==> src/rtl/cpu_pkg.sv <==
// Shared types and constants for the 5-stage core pipeline control.
package cpu_pkg;

    // Sequencer states.
    typedef enum logic [1:0] {
        StInit    = 2'd0,
        StRun     = 2'd1,
        StMemWait = 2'd2,
        StHalt    = 2'd3
    } state_e;

    // Architectural zero register: never a real data dependency.
    localparam logic [4:0] REG_ZERO = 5'd0;

    // The seven pipeline-register control outputs, in one bundle.
    typedef struct packed {
        logic pc_write;
        logic ifid_write;
        logic ifid_flush;
        logic idex_write;
        logic idex_bubble;
        logic exmem_write;
        logic memwb_bubble;
    } ctrl_t;

    // Clears every unreset pipeline register while the PC holds.
    localparam ctrl_t CtrlInit     = '{1'b0, 1'b1, 1'b1, 1'b1, 1'b1, 1'b1, 1'b1};
    // Whole pipeline frozen; MEM/WB receives a bubble so nothing retires twice.
    localparam ctrl_t CtrlFreeze   = '{1'b0, 1'b0, 1'b0, 1'b0, 1'b0, 1'b0, 1'b1};
    // Hold PC and IF/ID, inject a bubble into EX behind the load.
    localparam ctrl_t CtrlLoadUse  = '{1'b0, 1'b0, 1'b0, 1'b1, 1'b1, 1'b1, 1'b0};
    // Taken branch or jump: squash the wrong-path fetch.
    localparam ctrl_t CtrlRedirect = '{1'b1, 1'b1, 1'b1, 1'b1, 1'b0, 1'b1, 1'b0};
    // Free-running pipeline.
    localparam ctrl_t CtrlNormal   = '{1'b1, 1'b1, 1'b0, 1'b1, 1'b0, 1'b1, 1'b0};

endpackage

==> src/rtl/sat_counter.sv <==
// Saturating up-counter: holds at all-ones instead of wrapping.
module sat_counter #(
    parameter int unsigned Width = 16
) (
    input  logic             clk,
    input  logic             rst_n,
    input  logic             inc_i,
    output logic [Width-1:0] count_o
);

    logic [Width-1:0] count_q, count_d;

    // Increment unless already saturated.
    always_comb begin
        count_d = count_q;
        if (inc_i && (count_q != '1)) begin
            count_d = count_q + Width'(1);
        end
    end

    // Counter state.
    always_ff @(posedge clk or negedge rst_n) begin
        if (!rst_n) begin
            count_q <= '0;
        end else begin
            count_q <= count_d;
        end
    end

    assign count_o = count_q;

endmodule

==> src/rtl/hazard_controller.sv <==
// Pipeline sequencer: load-use stalls, ID-stage redirects, dmem freeze with
// timeout-to-halt, and stall/flush performance counters.
module hazard_controller
    import cpu_pkg::*;
#(
    parameter int unsigned MAX_WAIT = 255,
    parameter int unsigned CNT_W    = 16
) (
    input  logic             clk,
    input  logic             rst_n,
    input  logic [4:0]       id_rs,
    input  logic [4:0]       id_rt,
    input  logic             id_uses_rt,
    input  logic             ex_mem_read,
    input  logic [4:0]       ex_rt,
    input  logic             branch_taken,
    input  logic             jump,
    input  logic             mem_access,
    input  logic             dmem_ready,
    output logic             pc_write,
    output logic             ifid_write,
    output logic             ifid_flush,
    output logic             idex_write,
    output logic             idex_bubble,
    output logic             exmem_write,
    output logic             memwb_bubble,
    output logic             halted,
    output logic [CNT_W-1:0] stall_cnt,
    output logic [CNT_W-1:0] flush_cnt
);

    localparam int unsigned WaitW = $clog2(MAX_WAIT + 1);

    state_e           state_q, state_d;
    logic [WaitW-1:0] wait_cnt_q, wait_cnt_d;
    logic             freeze, lu, redirect, active;
    ctrl_t            ctrl;

    assign freeze   = mem_access & ~dmem_ready;
    assign lu       = ex_mem_read & (ex_rt != REG_ZERO) &
                      ((ex_rt == id_rs) | (id_uses_rt & (ex_rt == id_rt)));
    assign redirect = branch_taken | jump;
    assign active   = (state_q == StRun) | (state_q == StMemWait);

    // Control outputs; in RUN/MEM_WAIT freeze beats load-use beats redirect,
    // since branch operands may still depend on the pending load.
    always_comb begin
        ctrl = CtrlInit;
        unique case (state_q)
            StInit: ctrl = CtrlInit;
            StRun, StMemWait: begin
                if (freeze) begin
                    ctrl = CtrlFreeze;
                end else if (lu) begin
                    ctrl = CtrlLoadUse;
                end else if (redirect) begin
                    ctrl = CtrlRedirect;
                end else begin
                    ctrl = CtrlNormal;
                end
            end
            StHalt: ctrl = CtrlFreeze;
            default: ctrl = CtrlInit;
        endcase
    end

    // Next state and consecutive dmem wait count.
    always_comb begin
        state_d    = state_q;
        wait_cnt_d = wait_cnt_q;
        unique case (state_q)
            StInit: state_d = StRun;
            StRun: begin
                if (freeze) begin
                    state_d    = StMemWait;
                    wait_cnt_d = WaitW'(1);
                end
            end
            StMemWait: begin
                if (!freeze) begin
                    state_d    = StRun;
                    wait_cnt_d = '0;
                end else if (wait_cnt_q == WaitW'(MAX_WAIT)) begin
                    state_d = StHalt;
                end else begin
                    wait_cnt_d = wait_cnt_q + WaitW'(1);
                end
            end
            StHalt: state_d = StHalt;
            default: state_d = StInit;
        endcase
    end

    // Sequencer state registers.
    always_ff @(posedge clk or negedge rst_n) begin
        if (!rst_n) begin
            state_q    <= StInit;
            wait_cnt_q <= '0;
        end else begin
            state_q    <= state_d;
            wait_cnt_q <= wait_cnt_d;
        end
    end

    assign pc_write     = ctrl.pc_write;
    assign ifid_write   = ctrl.ifid_write;
    assign ifid_flush   = ctrl.ifid_flush;
    assign idex_write   = ctrl.idex_write;
    assign idex_bubble  = ctrl.idex_bubble;
    assign exmem_write  = ctrl.exmem_write;
    assign memwb_bubble = ctrl.memwb_bubble;
    assign halted       = (state_q == StHalt);

    // A cycle with both freeze and load-use still counts as one stall.
    sat_counter #(
        .Width(CNT_W)
    ) u_stall_cnt (
        .clk    (clk),
        .rst_n  (rst_n),
        .inc_i  (active & (freeze | lu)),
        .count_o(stall_cnt)
    );

    // Only flushes from redirects count; INIT flushes are excluded via active.
    sat_counter #(
        .Width(CNT_W)
    ) u_flush_cnt (
        .clk    (clk),
        .rst_n  (rst_n),
        .inc_i  (active & ctrl.ifid_flush),
        .count_o(flush_cnt)
    );

endmodule

==> config.mk <==
export PLATFORM = sky130hd
export DESIGN_NAME = hazard_controller
export DESIGN_NICKNAME = d
export VERILOG_FILES = /design/src/rtl/cpu_pkg.sv /design/src/rtl/sat_counter.sv /design/src/rtl/hazard_controller.sv
export SDC_FILE = /design/constraint.sdc
export NUM_CORES = 1
export LEC_CHECK = 0
export BUFFER_PORTS_ARGS = -buffer_cell sky130_fd_sc_hd__clkbuf_2
export CAP_MARGIN = 20
export CORE_MARGIN = 2
export CORE_UTILIZATION = 41
export CTS_BUF_LIST = sky130_fd_sc_hd__clkbuf_4
export CTS_CLUSTER_DIAMETER = 200
export DETAILED_ROUTE_END_ITERATION = 16
export GPL_TIMING_DRIVEN = 0
export HOLD_SLACK_MARGIN = 0.06
export PLACE_DENSITY = 0.69
export SLEW_MARGIN = 10
export SYNTH_ARGS = -nofsm -noshare
export SYNTH_HDL_FRONTEND = slang
export SYNTH_SLANG_ARGS = --single-unit
==> constraint.sdc <==
create_clock -name clk -period 2 [get_ports clk]
set_input_delay 0.1 -clock clk [delete_from_list [all_inputs] [get_ports clk]]
set_output_delay 0.1 -clock clk [all_outputs]
set_load 0.1 [all_outputs]
==> results of run 1 <==
## placed cells by master, fill, tap and decap left out, types with 2 or more instances in the layout
cell,count
sky130_fd_sc_hd__nand2_1,20
sky130_fd_sc_hd__buf_6,2
sky130_fd_sc_hd__inv_2,2
sky130_fd_sc_hd__clkbuf_4,8
sky130_fd_sc_hd__clkbuf_2,56
sky130_fd_sc_hd__nand2b_1,2
sky130_fd_sc_hd__ha_1,5
sky130_fd_sc_hd__nand3_1,21
sky130_fd_sc_hd__buf_12,2
sky130_fd_sc_hd__and3_1,17
sky130_fd_sc_hd__a21oi_1,2
sky130_fd_sc_hd__xnor2_1,39
sky130_fd_sc_hd__nor3_4,2
sky130_fd_sc_hd__or3_1,2
sky130_fd_sc_hd__nor3_1,5
sky130_fd_sc_hd__dfrtp_2,22
sky130_fd_sc_hd__dfrtp_4,11
sky130_fd_sc_hd__mux2_2,2
sky130_fd_sc_hd__ha_4,2
sky130_fd_sc_hd__dfrtp_1,9
sky130_fd_sc_hd__nor2_1,19
sky130_fd_sc_hd__nor4_2,3
sky130_fd_sc_hd__xor2_1,5
sky130_fd_sc_hd__buf_4,10
sky130_fd_sc_hd__and2_1,4
sky130_fd_sc_hd__inv_1,2
sky130_fd_sc_hd__nand4_1,15
sky130_fd_sc_hd__o21ai_0,4
## cells in the mapped netlist
library cell,instances,share of area [%]
sky130_fd_sc_hd__dfrtp_1,42,45
sky130_fd_sc_hd__xnor2_1,39,14
sky130_fd_sc_hd__nand3_1,22,4.7
sky130_fd_sc_hd__nand2_1,21,3.3
sky130_fd_sc_hd__nor2_1,19,3.0
sky130_fd_sc_hd__and3_1,17,4.5
sky130_fd_sc_hd__nand4_1,15,4.0
sky130_fd_sc_hd__ha_1,8,4.2
sky130_fd_sc_hd__nor3_1,8,1.7
sky130_fd_sc_hd__and2_1,5,1.3
sky130_fd_sc_hd__inv_1,5,0.80
sky130_fd_sc_hd__o21ai_0,5,1.1
sky130_fd_sc_hd__xor2_1,5,1.9
sky130_fd_sc_hd__mux2_2,3,1.4
sky130_fd_sc_hd__nor4_1,3,0.80
sky130_fd_sc_hd__o21a_1,3,0.95
sky130_fd_sc_hd__a21oi_1,2,0.42
sky130_fd_sc_hd__buf_6,2,0.95
sky130_fd_sc_hd__mux2i_1,2,0.85
sky130_fd_sc_hd__nand2b_1,2,0.53
sky130_fd_sc_hd__o22ai_1,2,0.53
sky130_fd_sc_hd__or3_1,2,0.53
sky130_fd_sc_hd__a21o_1,1,0.32
sky130_fd_sc_hd__a31oi_1,1,0.27
sky130_fd_sc_hd__and4_1,1,0.37
sky130_fd_sc_hd__buf_2,1,0.21
sky130_fd_sc_hd__buf_4,1,0.32
sky130_fd_sc_hd__clkbuf_1,1,0.16
sky130_fd_sc_hd__nand3b_1,1,0.32
sky130_fd_sc_hd__nor2b_1,1,0.27
sky130_fd_sc_hd__o211ai_1,1,0.32
sky130_fd_sc_hd__o31a_1,1,0.37
sky130_fd_sc_hd__or2_2,1,0.27
sky130_fd_sc_hd__or4_1,1,0.32
## what timing repair did
item | in CTS | in global routing
hold buffers | 1 | 0
gates resized for setup | 16 | 7
endpoints found under the setup margin | 24 | 20
setup buffers | 9 | 0
pin swaps | 5 | 2
hold endpoints to repair | 42 | 0
## final timing paths
| check | cells after the start | slack [ps] | start | endpoint |
|---|---|---|---|---|
| setup / recovery | 6 | 90 | state_q[0] | ifid_flush |
| hold / removal | 4 | 180 | dmem_ready | wait_cnt_q[1] |
| setup reg to reg | 8 | 110 | state_q[0] | u_stall_cnt.count_o[1] |
| hold reg to reg | 1 | 490 | u_flush_cnt.count_o[15] | u_flush_cnt.count_o[15] |
| max in group asynchronous | 3 | 1280 | rst_n | u_flush_cnt.count_o[1] |
| min in group asynchronous | 2 | 210 | rst_n | state_q[0] |
## kinds of logic after synthesis
logic type	share of synthesized area, %
AND/OR/NAND/NOR	25.9
XOR/XNOR	16.3
flip-flops	44.5
AO/OA/AOI/OAI	4.24
buffers and inverters	2.44
adder cells (fa/ha/maj)	4.24
multiplexers	2.28
## stage by stage
| stage | total power [mW] | setup WS, ps | hold slack, ps | TNS, ps |
|---|---|---|---|---|
| detailed placement | 4.47 | -270 | 339 | -1950 |
| CTS | 5.29 | -23.3 | 191 | -23.3 |
| finish | 5.26 | 93.8 | 183 | 0 |
| floorplan | 3.96 | -167 | -196 | -167 |
| global placement | 4.43 | -217 | 343 | -1390 |
| global route | 5.54 | -35.5 | 222 | -35.5 |
## registers in the layout, summed over array words and instances, names as in the netlist
name and count:
u_stall_cnt.count_o 16, state_q 2, u_flush_cnt.count_o 16, wait_cnt_q 8
## area by class of cell
cell class / instances / area, um2 / area share (%)
clock buffers: 6 / 45.0 / 1.42
well taps: 72 / 90.1 / 2.85
plain buffers: 4 / 46.3 / 1.46
multi-input cells: 192 / 1390 / 43.8
inverters: 5 / 21.3 / 0.672
flip-flops and latches: 42 / 1120 / 35.4
clock inverters: 1 / 3.75 / 0.119
repair buffers: 73 / 454 / 14.3
## worst max-delay path, delay by kind of cell, from the launching register on
kind	cells	cell delay [ps]
compound gates	1	200
fa+ha+maj	1	330
buf+inv	3	330
flops	1	390
simple gates	1	220
## routing by layer
layer  vias up  global-route usage, %  routed length [um]
met2        50                   29.7                2660
li1       1008                      -                   -
met5         -                      0                   0
met4         0                   6.95                 112
met3        11                   4.30                 290
met1       960                   24.0                2380
## report_power, final
part | total [mW] | internal [mW] | switching [mW] | leakage, nW
Clock | 0.398 | 0.142 | 0.257 | 0.0292
Sequential | 1.20 | 1.02 | 0.182 | 0.505
Combinational | 3.66 | 1.06 | 2.60 | 0.863
==> qor.json, run 1 <==
{
  "run_status": {
    "outcome": "finished, final reports clean"
  },
  "power_and_ir_drop": {
    "vdd_ir_drop_max_v": 0.00155,
    "pwr_density_cell_nw_per_um2": 1660,
    "leakage_nw": 1.40
  },
  "finish": {
    "area_growth_from_synthesis_to_final_layout_pct": 34.1,
    "antenna_cells": 0,
    "num-nets-final": 354,
    "design_area_um2": 3170,
    "finish.utilization_pct": 57.1,
    "fillerInstances": 516,
    "drive_gt1_share_pct": 42.7,
    "layout.cells.non_filler": 395
  },
  "sta": {
    "finalSetupViolCount": 0,
    "rsz0062_at_grt": "true",
    "fin_crit_sh_pct": 95.3,
    "max_slew_violation_count": 0,
    "worst_slew_pin_slew_ps": 645,
    "achievable-frequency_mhz": 525,
    "finalHoldViolCount": 0,
    "fin_crit_ps": 1910,
    "maxSlewHeadroom_pct": 56.9,
    "fin_skew_ps": 10.7
  },
  "critical_path": {
    "critical-path-max-stage-delay_ps": 390,
    "cp-end-kind": "output port",
    "timing_worst_setup_path_type": "register to output port",
    "cp_max_fo": 6,
    "critPathLaunchType": "register",
    "critical_path_required_ps": 1900,
    "worst-endpoint-arrival_ps": 1810,
    "timing.critical_path.slowest_stage_cell": "sky130_fd_sc_hd__dfrtp_2",
    "timing.critical_path.cells": "inv_2, ha_4, inv_4, nor3_4, a21o_1, clkbuf_16"
  },
  "job": {
    "drv_cap": 0
  },
  "synth": {
    "yosys.cell_types.count": 34,
    "post_synth_instance_area_um2": 2360,
    "synth_cells": 244,
    "seq_area_frac_synth_pct": 44.5,
    "syn-num-nets": 275,
    "synth_seq_cells": 42,
    "syn_avg_cell_area_um2": 9.67,
    "yosysWarningCount": 0
  },
  "floorplanning": {
    "floorplan.die.height_um": 79.9,
    "dieWidth_um": 79.9,
    "floorplan.core_area_um2": 5540,
    "die_area_um2": 6380,
    "placementRows": 27,
    "ports": 63,
    "initial_core_util_pct": 42.6
  },
  "route": {
    "detail_route.wirelength_um": 5430,
    "drc": 0,
    "route.vias.total": 2029,
    "detailedRoute.firstPassIterationCount": 4,
    "routed_wire_length_per_instance_um": 13.8,
    "detailedRoute.firstIterationViolations": 83,
    "ant_nets": 0,
    "routed_via_density": 5.14
  },
  "clocking": {
    "clock_tree.buffer_depth": 2,
    "htreeDepth": 2,
    "insertion_delay_ps": 340,
    "cts_tree": "built",
    "cts_made_buffers": 5,
    "cts.clk_slew.worst_paths_ps": 120,
    "cts_num_sinks": 42,
    "cts-root-buf": "sky130_fd_sc_hd__clkbuf_4"
  },
  "placement": {
    "gpl.final_weighted_congestion": 0.828,
    "place.detailed.hpwl_um": 4070,
    "dpl.cell_count": 378,
    "place.port_buffers": 62,
    "dpl_cell_area_um2": 2940
  },
  "grt": {
    "first_global_vias": 1934,
    "gr-usage-all-layers_pct": 18.4,
    "grt_first_pass_wirelength_um": 9220,
    "initial_antenna_violation_count": 0,
    "leftover_overflow_at_the_end_of_global_routing": 0,
    "maximum_number_of_pins_on_one_net_before_global_route_repair": 43
  },
  "worst_hold_path": {
    "timing.hold.worst.class": "primary input to register"
  }
}
Power figures use the tool's default switching activity.
==> inputs of run 2 (changes only) <==
--- a/config.mk
+++ b/config.mk
@@ -7,7 +7,7 @@
 export LEC_CHECK = 0
 export BUFFER_PORTS_ARGS = -buffer_cell sky130_fd_sc_hd__clkbuf_2
 export CAP_MARGIN = 20
-export CORE_MARGIN = 2
+export CORE_MARGIN = 5
 export CORE_UTILIZATION = 41
 export CTS_BUF_LIST = sky130_fd_sc_hd__clkbuf_4
 export CTS_CLUSTER_DIAMETER = 200
@@ -15,6 +15,7 @@
 export GPL_TIMING_DRIVEN = 0
 export HOLD_SLACK_MARGIN = 0.06
 export PLACE_DENSITY = 0.69
+export RECOVER_POWER = 25
 export SLEW_MARGIN = 10
 export SYNTH_ARGS = -nofsm -noshare
 export SYNTH_HDL_FRONTEND = slang
==> run 2 against run 1 <==
  * Non-clock buffer count did not move
  * Register-to-register slack worse by 30 ps
  * Combinational power is 1% higher
  * Core utilization grew 0.77 points
  * Via count up 1.5%
  * Clock skew fell by 0.88 ps
  * Routed wire length rose by 3.9%
  * Final cell count increased by 0.25%
  * Sequential share of layout area shrank 0.47 points
  * Largest power group unchanged
  * Die area up 16%
==> qor.json, run 2 (synthesis gave the netlist of run 1 again) <==
{
  "placement": {
    "gpl.final_weighted_congestion": {"value": 0.854, "change": "+3.2%"},
    "place.port_buffers": {"value": 62, "change": "unchanged"},
    "dpl_cell_area": {"value": 2940, "unit": "um2", "change": "unchanged"},
    "place.detailed.hpwl": {"value": 4150, "unit": "um", "change": "+1.9%"},
    "dpl.cell_count": {"value": 378, "change": "unchanged"}
  },
  "floorplanning": {
    "ports": {"value": 63, "change": "unchanged"},
    "floorplan.die.height": {"value": 85.9, "unit": "um", "change": "+7.5%"},
    "die_area": {"value": 7370, "unit": "um2", "change": "+16%"},
    "dieWidth": {"value": 85.9, "unit": "um", "change": "+7.5%"},
    "placementRows": {"value": 27, "change": "unchanged"},
    "floorplan.core_area": {"value": 5540, "unit": "um2", "change": "unchanged"},
    "initial_core_util": {"value": 42.6, "unit": "%", "change": "unchanged"}
  },
  "critical_path": {
    "worst-endpoint-arrival": {"value": 1830, "unit": "ps", "change": "+20 ps"},
    "critPathLaunchType": "register",
    "timing_worst_setup_path_type": "register to output port",
    "cp_max_fo": {"value": 6, "change": "unchanged"},
    "critical_path_required": {"value": 1900, "unit": "ps", "change": "about the same"},
    "cp-end-kind": "output port",
    "timing.critical_path.slowest_stage_cell": "sky130_fd_sc_hd__dfrtp_2",
    "number_of_cells_on_the_worst_reg_to_reg_path": {"value": 8, "change": "unchanged"},
    "critical-path-max-stage-delay": {"value": 400, "unit": "ps", "change": "about the same"},
    "timing.critical_path.cells": "inv_2, ha_4, mux2i_4, o21a_4, clkbuf_16",
    "timing.reg2reg.setup_slack": {"value": 80, "unit": "ps", "change": "-30 ps"},
    "crit-reg2reg-launch": "state_q[0]",
    "reg2reg_to": "u_flush_cnt.count_o[3]"
  },
  "sta": {
    "fin_crit": {"value": 1930, "unit": "ps", "change": "+24.8 ps"},
    "fin_crit_sh": {"value": 96.6, "unit": "%", "change": "+1.2 points"},
    "finalSetupViolCount": {"value": 0, "change": "unchanged"},
    "timing.hold.ws": {"value": 178, "unit": "ps", "change": "-5.15 ps"},
    "max_slew_violation_count": {"value": 0, "change": "unchanged"},
    "worst_slew_pin_slew": {"value": 772, "unit": "ps", "change": "+127 ps"},
    "finalHoldViolCount": {"value": 0, "change": "unchanged"},
    "fin_skew": {"value": 9.79, "unit": "ps", "change": "-0.882 ps"},
    "maxSlewHeadroom": {"value": 48.5, "unit": "%", "change": "-8.4 points"},
    "achievable-frequency": {"value": 518, "unit": "MHz", "change": "-1.3%"},
    "rsz0062_at_grt": "true"
  },
  "grt": {
    "gr-usage-all-layers": {"value": 16.1, "unit": "%", "change": "-2.3 points"},
    "leftover_overflow_at_the_end_of_global_routing": {"value": 0, "change": "unchanged"},
    "maximum_number_of_pins_on_one_net_before_global_route_repair": {"value": 43, "change": "unchanged"},
    "initial_antenna_violation_count": {"value": 0, "change": "unchanged"},
    "grt_first_pass_wirelength": {"value": 9660, "unit": "um", "change": "+4.8%"},
    "first_global_vias": {"value": 2049, "change": "+5.9%"}
  },
  "route": {
    "routed_via_density": {"value": 5.20, "change": "+1.2%"},
    "met3WireLength": {"value": 337, "unit": "um", "change": "+16%"},
    "detailedRoute.firstPassIterationCount": {"value": 4, "change": "unchanged"},
    "highest-signal-layer": "met4",
    "route.vias.total": {"value": 2059, "change": "+1.5%"},
    "ant_nets": {"value": 0, "change": "unchanged"},
    "detail_route.wirelength": {"value": 5650, "unit": "um", "change": "+3.9%"},
    "detailedRoute.firstIterationViolations": {"value": 125, "change": "+51%"},
    "routed_wire_length_per_instance": {"value": 14.3, "unit": "um", "change": "+3.7%"},
    "drc": {"value": 0, "change": "unchanged"},
    "met2_wirelength": {"value": 2770, "unit": "um", "change": "+4.5%"},
    "met1_routed_wirelength_after_detailed_routing": {"value": 2480, "unit": "um", "change": "+4.3%"}
  },
  "power_and_ir_drop": {
    "power.switching_fraction": {"value": 55.8, "unit": "%", "change": "-1.8 points"},
    "comb_power_share": {"value": 67.7, "unit": "%", "change": "-1.9 points"},
    "leakage": {"value": 1.42, "unit": "nW", "change": "+1.4%"},
    "clkPwrFrac": {"value": 10.4, "unit": "%", "change": "+2.8 points"},
    "pwr_density_cell": {"value": 1710, "unit": "nW/um2", "change": "+2.9%"},
    "power.switching": {"value": 3.07, "unit": "mW", "change": "+1.0%"},
    "pwr-share-seq": {"value": 22.0, "unit": "%", "change": "-0.9 points"},
    "vdd_ir_drop_max": {"value": 0.00208, "unit": "V", "change": "+34%"},
    "p_int": {"value": 2.42, "unit": "mW", "change": "+8.8%"}
  },
  "clocking": {
    "clock_tree.buffer_depth": {"value": 2, "change": "unchanged"},
    "cts-root-buf": "sky130_fd_sc_hd__clkbuf_4",
    "cts.clk_slew.worst_paths": {"value": 130, "unit": "ps", "change": "about the same"},
    "cts_tree": "built",
    "cts_num_sinks": {"value": 42, "change": "unchanged"},
    "cts_made_buffers": {"value": 5, "change": "unchanged"},
    "htreeDepth": {"value": 2, "change": "unchanged"},
    "insertion_delay": {"value": 350, "unit": "ps", "change": "about the same"}
  },
  "run_status": {
    "outcome": "finished, final reports clean"
  },
  "finish": {
    "area_growth_from_synthesis_to_final_layout_pct": 35.9,
    "layout_commonest_cell": "sky130_fd_sc_hd__clkbuf_2",
    "fillerInstances": {"value": 502, "change": "-2.7%"},
    "drive_gt1_share": {"value": 43.2, "unit": "%", "change": "+0.49 points"},
    "antenna_cells": {"value": 0, "change": "unchanged"},
    "layout.cells.non_filler": {"value": 396, "change": "+0.25%"},
    "num-nets-final": {"value": 354, "change": "unchanged"},
    "flip_flop_and_latch_area": {"value": 1120, "unit": "um2", "change": "unchanged"},
    "design_area": {"value": 3210, "unit": "um2", "change": "+1.3%"},
    "most-common-layout-cells": "56 x sky130_fd_sc_hd__clkbuf_2, 39 x sky130_fd_sc_hd__xnor2_1, 22 x sky130_fd_sc_hd__dfrtp_2",
    "multiInputGateArea": {"value": 1400, "unit": "um2", "change": "+1.1%"}
  },
  "worst_hold_path": {
    "min-delay-start": "dmem_ready",
    "timing.hold.worst.class": "primary input to register",
    "worstHoldEndpoint": "wait_cnt_q[1]",
    "worstHoldPathCells": {"value": 4, "change": "unchanged"}
  },
  "job": {
    "drv_cap": {"value": 0, "change": "unchanged"}
  }
}
[run 2: power by group through the flow]
| stage | Sequential [mW] | Combinational [mW] | Clock, mW |
|---|---|---|---|
| after global placement | 1.23 | 3.21 | 0 |
| final | 1.21 | 3.71 | 0.569 |
| after floorplan | 1.90 | 2.06 | 0 |
| after global routing | 1.23 | 3.89 | 0.618 |
| after detailed placement | 1.24 | 3.24 | 0 |
| after CTS | 1.21 | 3.71 | 0.584 |
[run 2: layout make-up]
| class | count | area share [%] |
|---|---|---|
| multi-input combinational | 192 | 43.6 |
| sequential | 42 | 34.9 |
| timing repair buffer | 73 | 14.0 |
| tap | 72 | 2.81 |
| clock buffer | 7 | 1.64 |
| buffer | 4 | 1.44 |
| clock inverter | 1 | 0.936 |
| inverter | 5 | 0.663 |
[run 2: worst max-delay path by stage]
stage               startpoint                 endpoint  slack (ps)  cells after the start
floorplan           state_q[0]              idex_bubble        -170                      5
global placement    state_q[0]  u_flush_cnt.count_o[14]        -230                      9
detailed placement  state_q[0]  u_flush_cnt.count_o[14]        -270                      9
CTS                 state_q[0]               ifid_flush         -30                      7
global route        state_q[1]               ifid_flush         -30                      6
finish              state_q[0]              idex_bubble          70                      5
[run 2: routing by layer]
metal	GRT usage [%]	up-vias
li1	-	1010
met4	5.04	0
met3	5.00	6
met1	19.9	1003
met5	0	-
met2	26.8	40
[run 2: metrics by stage]
stage          util (%)  TNS (ps)  setup slack [ps]  total power, mW
6_report           57.9         0              69.0             5.49
2_1_floorplan         -      -167              -167             3.96
4_1_cts            57.1     -60.2             -27.1             5.50
3_5_place_dp       53.1     -2270              -266             4.48
3_3_place_gp       53.1     -1280              -231             4.44
5_1_grt            57.9     -56.6             -28.5             5.73
[run 2: worst max-delay path, delay by kind of cell (launching register included)]
family	cells	cell delay, ps
multiplexers	1	320
buffers and inverters	2	250
AO/OA/AOI/OAI	1	180
adder cells (fa/ha/maj)	1	330
flip-flops	1	400
[run 2: repair_timing]
| item | CTS | global route |
|---|---|---|
| buffers inserted | 8 | 1 |
| endpoints found under the setup margin | 26 | 28 |
| pin swaps | 5 | 2 |
| gates resized for setup | 16 | 10 |
| endpoints found under the hold margin | 42 | 0 |
| hold buffers | 1 | 0 |
==> inputs of run 3 (changes only) <==
--- a/config.mk
+++ b/config.mk
@@ -14,7 +14,7 @@
 export DETAILED_ROUTE_END_ITERATION = 16
 export GPL_TIMING_DRIVEN = 0
 export HOLD_SLACK_MARGIN = 0.06
-export PLACE_DENSITY = 0.69
+export PLACE_DENSITY = 0.67
 export RECOVER_POWER = 25
 export SLEW_MARGIN = 10
 export SYNTH_ARGS = -nofsm -noshare
==> constraint.sdc (replaced) <==
create_clock -name clk -period 2 [get_ports clk]
set_input_delay 0.1 -clock clk [delete_from_list [all_inputs] [get_ports clk]]
set_output_delay 0.1 -clock clk [all_outputs]
set_load 0.005 [all_outputs]
==> run 3 against run 2 <==
  * The flow now finishes with violations (setup timing)
  * Die area unchanged
  * Clock power grew 0.9%
  * First-iteration DRC count decreased by 24%
  * Final area down 3.3%
  * Sequential share of layout area shrank 0.90 points
  * Non-clock buffer count up 7
  * Combinational power down 56%
  * Setup slack got worse by 92 ps
  * Register-to-register slack got worse by 100 ps
  * Total power down 39%
  * Critical path depth up 4
==> qor.json, run 3 (synthesis gave the netlist of run 1 again) <==
{
  "run_status": {
    "outcome": "complete, but fails checks",
    "violated_checks": "setup timing"
  },
  "placement": {
    "place.port_buffers": {"value": 62, "change": "unchanged"},
    "pre_cts_slack": {"value": -292, "unit": "ps", "change": "-25.4 ps"},
    "dpl.cell_count": {"value": 378, "change": "unchanged"},
    "gpl.final_weighted_congestion": {"value": 0.808, "change": "-5.4%"},
    "place.detailed.hpwl": {"value": 4020, "unit": "um", "change": "-3.0%"}
  },
  "grt": {
    "initial_antenna_violation_count": {"value": 0, "change": "unchanged"},
    "first_global_vias": {"value": 2014, "change": "-1.7%"},
    "maximum_number_of_pins_on_one_net_before_global_route_repair": {"value": 43, "change": "unchanged"},
    "leftover_overflow_at_the_end_of_global_routing": {"value": 0, "change": "unchanged"},
    "grt_first_pass_wirelength": {"value": 9160, "unit": "um", "change": "-5.1%"},
    "gr-usage-all-layers": {"value": 15.5, "unit": "%", "change": "-0.60 points"}
  },
  "floorplanning": {
    "ports": {"value": 63, "change": "unchanged"},
    "dieWidth": {"value": 85.9, "unit": "um", "change": "unchanged"},
    "floorplan.core_area": {"value": 5540, "unit": "um2", "change": "unchanged"},
    "die_area": {"value": 7370, "unit": "um2", "change": "unchanged"},
    "floorplan.die.height": {"value": 85.9, "unit": "um", "change": "unchanged"},
    "placementRows": {"value": 27, "change": "unchanged"},
    "initial_core_util": {"value": 42.6, "unit": "%", "change": "unchanged"}
  },
  "finish": {
    "num-nets-final": {"value": 361, "change": "+2.0%"},
    "area_growth_from_synthesis_to_final_layout_pct": 31.4,
    "layout_commonest_cell": "sky130_fd_sc_hd__clkbuf_2",
    "most-common-layout-cells": "61 x sky130_fd_sc_hd__clkbuf_2, 39 x sky130_fd_sc_hd__xnor2_1, 39 x sky130_fd_sc_hd__dfrtp_1",
    "antenna_cells": {"value": 0, "change": "unchanged"},
    "layout.cells.non_filler": {"value": 403, "change": "+1.8%"},
    "drive_gt1_share": {"value": 33.5, "unit": "%", "change": "-9.7 points"}
  },
  "clocking": {
    "cts_made_buffers": {"value": 5, "change": "unchanged"},
    "clock_tree.buffer_depth": {"value": 2, "change": "unchanged"},
    "cts_num_sinks": {"value": 42, "change": "unchanged"},
    "htreeDepth": {"value": 2, "change": "unchanged"},
    "cts.clk_slew.worst_paths": {"value": 130, "unit": "ps", "change": "about the same"},
    "cts-root-buf": "sky130_fd_sc_hd__clkbuf_4",
    "insertion_delay": {"value": 360, "unit": "ps", "change": "about the same"},
    "cts_tree": "built"
  },
  "sta": {
    "max_slew_violation_count": {"value": 0, "change": "unchanged"},
    "timing.hold.ws": {"value": 167, "unit": "ps", "change": "-11.7 ps"},
    "finalSetupViolCount": {"value": 1, "change": "+1"},
    "achievable-frequency": {"value": 494, "unit": "MHz", "change": "-4.5%"},
    "fin_tns_setup": {"value": -23.0, "unit": "ps", "change": "-23.0 ps"},
    "fin_skew": {"value": 12.0, "unit": "ps", "change": "+2.17 ps"},
    "rsz0062_at_grt": "true",
    "worst_slew_pin_slew": {"value": 822, "unit": "ps", "change": "+49.7 ps"},
    "finalHoldViolCount": {"value": 0, "change": "unchanged"},
    "maxSlewHeadroom": {"value": 45.2, "unit": "%", "change": "-3.3 points"},
    "fin_crit_sh": {"value": 101, "unit": "%", "change": "+4.6 points"},
    "fin_ws": {"value": -23.0, "unit": "ps", "change": "-92.0 ps"},
    "fin_crit": {"value": 2020, "unit": "ps", "change": "+92.0 ps"}
  },
  "route": {
    "ant_nets": {"value": 0, "change": "unchanged"},
    "detail_route.wirelength": {"value": 5640, "unit": "um", "change": "about the same"},
    "drc": {"value": 0, "change": "unchanged"},
    "detailedRoute.firstPassIterationCount": {"value": 4, "change": "unchanged"},
    "route.vias.total": {"value": 2068, "change": "+0.44%"},
    "detailedRoute.firstIterationViolations": {"value": 95, "change": "-24%"},
    "routed_wire_length_per_instance": {"value": 14.0, "unit": "um", "change": "-1.8%"},
    "routed_via_density": {"value": 5.13, "change": "-1.3%"}
  },
  "power_and_ir_drop": {
    "vdd_ir_drop_max": {"value": 0.000526, "unit": "V", "change": "-75%"},
    "p_total": {"value": 3.36, "unit": "mW", "change": "-39%"},
    "pwr_density_cell": {"value": 1080, "unit": "nW/um2", "change": "-37%"},
    "leakage": {"value": 1.45, "unit": "nW", "change": "+2.6%"}
  },
  "worst_hold_path": {
    "timing.hold.worst.class": "primary input to register"
  },
  "critical_path": {
    "worst-endpoint-arrival": {"value": 2280, "unit": "ps", "change": "+450 ps"},
    "cp-end-kind": "register",
    "cp_max_fo": {"value": 10, "change": "+4"},
    "critPathLaunchType": "register",
    "critical_path_required": {"value": 2260, "unit": "ps", "change": "+360 ps"},
    "timing_worst_setup_path_type": "register to register"
  },
  "job": {
    "drv_cap": {"value": 0, "change": "unchanged"}
  }
}
[run 3: worst paths after layout]
kind / from / slack, ps / to / cells after the start
setup / recovery: state_q[0] / -20 / u_stall_cnt.count_o[1] / 9
hold / removal: dmem_ready / 170 / wait_cnt_q[1] / 4
setup reg to reg: state_q[0] / -20 / u_stall_cnt.count_o[1] / 9
hold reg to reg: u_flush_cnt.count_o[8] / 490 / u_flush_cnt.count_o[8] / 1
max in group asynchronous: rst_n / 550 / u_flush_cnt.count_o[0] / 3
min in group asynchronous: rst_n / 210 / state_q[1] / 2
[run 3: final cells by class]
class / count / area, um2
plain buffers: 5 / 45.0
clock buffers: 6 / 45.0
clock inverters: 2 / 37.5
fillers: 512 / 2440
inverters: 5 / 21.3
multi-input cells: 192 / 1360
flip-flops and latches: 42 / 1050
well taps: 72 / 90.1
repair buffers: 79 / 453
[run 3: where the power goes]
part	total [mW]	internal [mW]	switching [mW]
clock network	0.574	0.277	0.297
registers	1.16	0.994	0.166
logic	1.63	0.827	0.798
[run 3: routing by layer]
layer  routed length (um)  global-route usage, %  vias up
met1                 2520                   19.9      986
met2                 2760                   25.6       48
li1                     -                      -     1029
met4                   53                   4.17        0
met5                    0                      0        -
met3                  318                   4.23        5
[run 3: critical path, stage by stage (launching register included)]
cell and delay, ps:
sky130_fd_sc_hd__dfrtp_2 430, sky130_fd_sc_hd__inv_1 120, sky130_fd_sc_hd__ha_4 220, sky130_fd_sc_hd__buf_6 130, sky130_fd_sc_hd__buf_4 130, sky130_fd_sc_hd__o21a_1 170
sky130_fd_sc_hd__o31a_1 140, sky130_fd_sc_hd__buf_6 140, sky130_fd_sc_hd__nand2_1 100, sky130_fd_sc_hd__mux2_2 340
[run 3: through the flow]
stage	cell area, um2	utilization, %
CTS	2990	53.9
global placement	2770	50.0
detailed placement	2770	50.0
floorplan	2370	-
global route	3100	56.0
finish	3100	56.0
[run 3: timing repair]
action | in CTS | in global routing
cloned | 0 | 0
pin swaps | 3 | 6
hold buffers | 1 | 0
gates resized for setup | 10 | 15
buffers inserted | 9 | 6
endpoints found under the setup margin | 17 | 15
endpoints found under the hold margin | 42 | 0
